File: config.mk
export PLATFORM = sky130hd
export DESIGN_NAME = inst_fetch_queue
export DESIGN_NICKNAME = d
export VERILOG_FILES = /design/src/rtl/inst_fetch_queue.sv
export SDC_FILE = /design/constraint.sdc
export NUM_CORES = 1
export LEC_CHECK = 0
export CORE_UTILIZATION = 45
export DETAILED_ROUTE_END_ITERATION = 7
export HOLD_SLACK_MARGIN = 0.1
export PLACE_DENSITY = 0.71
export SETUP_SLACK_MARGIN = 0.02
export SLEW_MARGIN = 20
export SYNTH_ARGS = -nofsm -noshare
export SYNTH_HDL_FRONTEND = slang
export SYNTH_SLANG_ARGS = --single-unit
File: constraint.sdc
create_clock -name clk -period 6.9 [get_ports clk]
set_clock_uncertainty 0.15 [all_clocks]
set_input_delay 2.07 -clock clk [delete_from_list [all_inputs] [get_ports clk]]
set_output_delay 2.07 -clock clk [all_outputs]
set_load 0.005 [all_outputs]
File: src/rtl/inst_fetch_queue.sv
// inst_fetch_queue: single-outstanding instruction fetcher feeding a first-word fall-through queue.
module inst_fetch_queue #(
  parameter int XLEN = 32,
  parameter int DEPTH = 4,
  parameter logic [XLEN-1:0] RESET_PC = '0
) (
  input  logic                     clk,
  input  logic                     rst,
  output logic                     imem_req,
  output logic [XLEN-1:0]          imem_addr,
  input  logic                     imem_ack,
  input  logic [31:0]              imem_data,
  input  logic                     redirect,
  input  logic [XLEN-1:0]          redirect_pc,
  input  logic                     deq_ready,
  output logic                     inst_valid,
  output logic [31:0]              inst_out,
  output logic [XLEN-1:0]          inst_pc,
  output logic [$clog2(DEPTH):0]   count
);
  localparam int CW = $clog2(DEPTH) + 1;
  localparam int PW = $clog2(DEPTH);
  localparam logic [CW-1:0] FULL = CW'(DEPTH);
  typedef enum logic [1:0] {IDLE, REQ, WAIT} state_t;
  state_t state, state_next;
  logic [31:0] mem_data [DEPTH];
  logic [XLEN-1:0] mem_pc [DEPTH];
  logic [PW-1:0] wr_ptr, rd_ptr;
  logic [XLEN-1:0] fetch_pc;
  logic [CW-1:0] count_next;
  logic stale, ack_w, enq, deq, go;
  assign ack_w = state == WAIT && imem_ack;
  assign enq = ack_w && !stale;
  assign deq = inst_valid && deq_ready;
  assign count_next = count + CW'(enq) - CW'(deq);
  // A new request is only issued when its response is guaranteed a free slot.
  assign go = !redirect && count_next < FULL;
  assign imem_addr = fetch_pc;
  assign inst_valid = count != '0;
  assign inst_out = mem_data[rd_ptr];
  assign inst_pc = mem_pc[rd_ptr];
  always_ff @(posedge clk or negedge rst)
    if (!rst) state <= IDLE;
    else state <= state_next;
  always_comb begin
    state_next = state == IDLE ? (go ? REQ : IDLE) :
                 state == REQ  ? WAIT :
                 imem_ack      ? (go ? REQ : IDLE) : WAIT;
  end
  always_comb begin
    imem_req = state == REQ;
  end
  always_ff @(posedge clk or negedge rst)
    if (!rst) begin
      fetch_pc <= RESET_PC;
      count <= '0;
      wr_ptr <= '0;
      rd_ptr <= '0;
      stale <= 1'b0;
    end else begin
      fetch_pc <= redirect ? (redirect_pc & ~XLEN'(3)) : state == REQ ? fetch_pc + XLEN'(4) : fetch_pc;
      stale <= ack_w ? 1'b0 : (redirect && state != IDLE) ? 1'b1 : stale;
      count <= redirect ? '0 : count_next;
      wr_ptr <= redirect ? '0 : wr_ptr + PW'(enq);
      rd_ptr <= redirect ? '0 : rd_ptr + PW'(deq);
    end
  // In a non-stale WAIT, fetch_pc has already moved one word past the request address.
  always_ff @(posedge clk)
    if (enq && !redirect) begin
      mem_data[wr_ptr] <= imem_data;
      mem_pc[wr_ptr] <= fetch_pc - XLEN'(4);
    end
endmodule

==> impl_results.rst <==
.. list-table::
   :header-rows: 1

   * - Metric
     - Value
   * - Remaining number of nets flagged by the antenna check after routing
     - 0
   * - Leak pwr
     - between 4 and 5 nW
   * - Mean area per synthesized cell
     - 17.6 um^2
   * - Ant. Diodes
     - 0
   * - Worst path setup slack after routing
     - 1.97 ns
   * - CTS tree
     - done
   * - CTS Buf Count
     - 30
   * - Vias after detailed routing
     - 6454
   * - Instance count of the mapped netlist
     - 673
   * - Overflow left after global routing
     - 0
   * - Setup repair after global routing missed its margin
     - no
   * - Largest cells by area after synthesis
     - edfxtp_1 63%, mux4_2 12%, dfrtp_1 8.4%
   * - Most frequent cell after synthesis
     - edfxtp_1
   * - Synthesized area
     - 0.0119 mm^2
   * - CP Launch Type
     - flop
   * - Total global routing track utilization
     - 0.175
   * - Area share of fa/ha/maj cells after synthesis
     - 0.00801
   * - Overall die area
     - 0.0270 mm^2
   * - Portion of the post-synthesis area used by sequential elements
     - 0.711
   * - Share of cell area taken by muxes after synthesis
     - 0.118
   * - DP HPWL
     - 14.5 mm
   * - Layout filler cell count
     - between 2000 and 2500
   * - Clock root buffer
     - clkbuf_16
   * - Data arrival, critical path
     - roughly 2.7 ns
   * - DR pass1 iterations
     - 4
   * - Hold_buf cts
     - 0
   * - Antenna violations before repair
     - 0
   * - Hold crit path type
     - flop to flop
   * - Run status
     - finished, final reports clean
   * - Synth Flop Type
     - edfxtp_1
   * - Type of the worst setup path
     - flop to output port
   * - Max transition margin
     - 0.341
   * - Yosys reg bits
     - 288
   * - Simple-gate share of the synthesized area
     - 0.0803
   * - Main combinational cell family by area after synthesis
     - multiplexers
   * - Final Power
     - 4.68 mW
   * - Max Buffers Root-to-Sink
     - 3
   * - Post-synthesis compound-gate area fraction
     - 0.0266
   * - Number of setup violations in the final report
     - 0
   * - Final period utilization
     - 0.715
   * - Core footprint
     - 0.0260 mm^2
   * - # clock sinks
     - around 290
   * - Worst slack, placed
     - 1.86 ns
   * - Initial detailed-routing violation count
     - 326
   * - Leading post-synthesis cells by instance count
     - 248 x edfxtp_1, 62 x mux4_2, 40 x dfrtp_1
   * - # DRC
     - 0
   * - Final-layout setup total negative slack
     - 0 ns
   * - I/O pin cnt
     - 170
   * - Endpoints failing hold
     - 0
   * - Starting density of the core
     - 0.457
   * - Time the final worst path needs with I/O delays and setup
     - about 4.9 ns
   * - Maximum fanout along the worst path
     - 30
   * - Wire length per cell
     - 19.6 um
   * - Vias in the first global route
     - around 6600
   * - Number of nets in the layout
     - 905
   * - Biggest area consumer among synthesized cells
     - edfxtp_1
   * - Chip Height
     - 164 um
   * - Number of pins exceeding their max-slew limit in the final report
     - 0
   * - Total Wirelength
     - 23.3 mm
   * - Layout cell share with drive strength beyond 1
     - 0.158
   * - Clock latency reported for the late side of the worst-skew pair
     - 0.54 ns
   * - Ratio of total power to cell area
     - 316 mW/mm^2
   * - Sequential cell area
     - 0.00846 mm^2
   * - Critical path endpoint category
     - output port
   * - Area share of the largest cell type after synthesis
     - 0.627
   * - Clock transition time at the flip-flop clock pins of the worst setup and hold paths
     - 0.06 ns
   * - Post-route core utilization
     - 0.570
   * - Placement Rows
     - 59
   * - Weighted congestion reported at the end of routability-driven placement
     - 0.731
   * - Post-cts gate resize count
     - 0
   * - CP Data Required Time
     - 4.68 ns
   * - Worst setup path startpoint
     - rd_ptr[0]$_DFF_PN0_
   * - Xor and xnor area share after synthesis
     - 0.0317
   * - Largest voltage drop on the vdd net
     - 0.164 mV
   * - Area taken by multi-input logic gates
     - 0.00319 mm^2
   * - Maximum number of pins on one net before global-route repair
     - 64
   * - First-pass GRT wire length
     - 36.4 mm
   * - Achievable clock frequency
     - 203 MHz
   * - Total number of H-tree levels
     - 1
   * - Number of enable-type register cells in the synthesized netlist
     - ~250
   * - Count of unique library cells instantiated by Yosys
     - 46
   * - Post-CTS setup-driven buffer insertion count
     - 0
   * - Area growth from synthesis to layout
     - 24.8%
   * - Critical register-to-register path startpoint
     - state[0]$_DFF_PN0_
   * - Port Buffers
     - 163
   * - Die X-Extent
     - 164 um
   * - Share of async-settable or async-resettable flops after synthesis
     - 0.139
   * - Via density per instance
     - roughly 5.4
   * - Hold Startpoint
     - stale$_DFFE_PN0P_
   * - Worst-margin pin slew
     - ~0.99 ns
   * - Maximum capacitance violations
     - 0
   * - Yosys warns
     - 0
[layer usage]
metal  part of all wire  track usage
met1               0.45        0.242
met2               0.48        0.289
met3              0.058       0.0324
met4              0.014       0.0388
met5                  0            0
[final timing paths]
check                      slack (ns)                        end  depth (start not counted)
setup / recovery                 1.97               inst_out[10]                          3
hold / removal                   0.39          stale$_DFFE_PN0P_                          1
setup reg to reg                 3.97   mem_data[1][7]$_DFFE_PP_                          5
hold reg to reg                  0.39          stale$_DFFE_PN0P_                          1
max in group asynchronous        4.39        rd_ptr[0]$_DFF_PN0_                          1
min in group asynchronous        1.52  imem_addr[11]$_DFFE_PN0N_                          1
[metrics by stage]
step	hold WS, ns	instance area [um^2]	cells
global route	0.415	14800	1188
detailed placement	0.365	13800	1131
finish	0.385	14800	1188
CTS	0.384	14800	1187
floorplan	0.340	11900	676
global placement	0.362	13800	1131
[cell usage in the layout (no fill, tap or decap), drive strengths merged, types with 11 or more instances in the layout]
master and instances:
a31oi 15, buf 11, clkbuf 40, clkdlybuf4s50 162, clkinv 11, dfrtp 40, edfxtp 248, mux4 62
nand2 29, nand3 14, nor2 29, nor3 14, nor4 12, o21ai 17, o31ai 13, or3 11
or4 16, xnor2 17, xor2 26
[flip-flops by register name, indices dropped and copies added (netlist names)]
| name | count |
|---|---|
| stale | 1 |
| count | 3 |
| wr_ptr | 2 |
| rd_ptr | 2 |
| mem_data | 128 |
| state | 2 |
| mem_pc | 120 |
| imem_addr | 30 |
[worst max-delay path, cell delays in order, from the launching register on]
cell,delay [ns]
dfrtp_4,0.83
buf_4,0.34
mux4_2,0.53
clkdlybuf4s50_1,0.45
[where the power goes]
| group | internal, mW | switching, mW | total, mW | leakage, nW |
|---|---|---|---|---|
| Clock | 0.991 | 0.641 | 1.63 | 0.498 |
| Combinational | 0.591 | 0.328 | 0.918 | 1.64 |
| Sequential | 1.99 | 0.141 | 2.13 | 2.71 |
| Total | 3.57 | 1.11 | 4.68 | 4.84 |
[cells by family after synthesis]
family,after synthesis
XOR/XNOR,43
AND/OR/NAND/NOR,161
AO/OA/AOI/OAI,50
adder cells (fa/ha/maj),7
multiplexers,62
other,1
flip-flops,288
buffers and inverters,61
[layout make-up]
type / count / area share
Clock inverter: 16 / 0.0123
Tap cell: 335 / 0.0283
Timing Repair Buffer: 173 / 0.116
Clock buffer: 40 / 0.0560
Inverter: 9 / 0.00228
Sequential cell: 288 / 0.570
Multi-Input combinational cell: 327 / 0.215
Power figures use the tool's default switching activity.
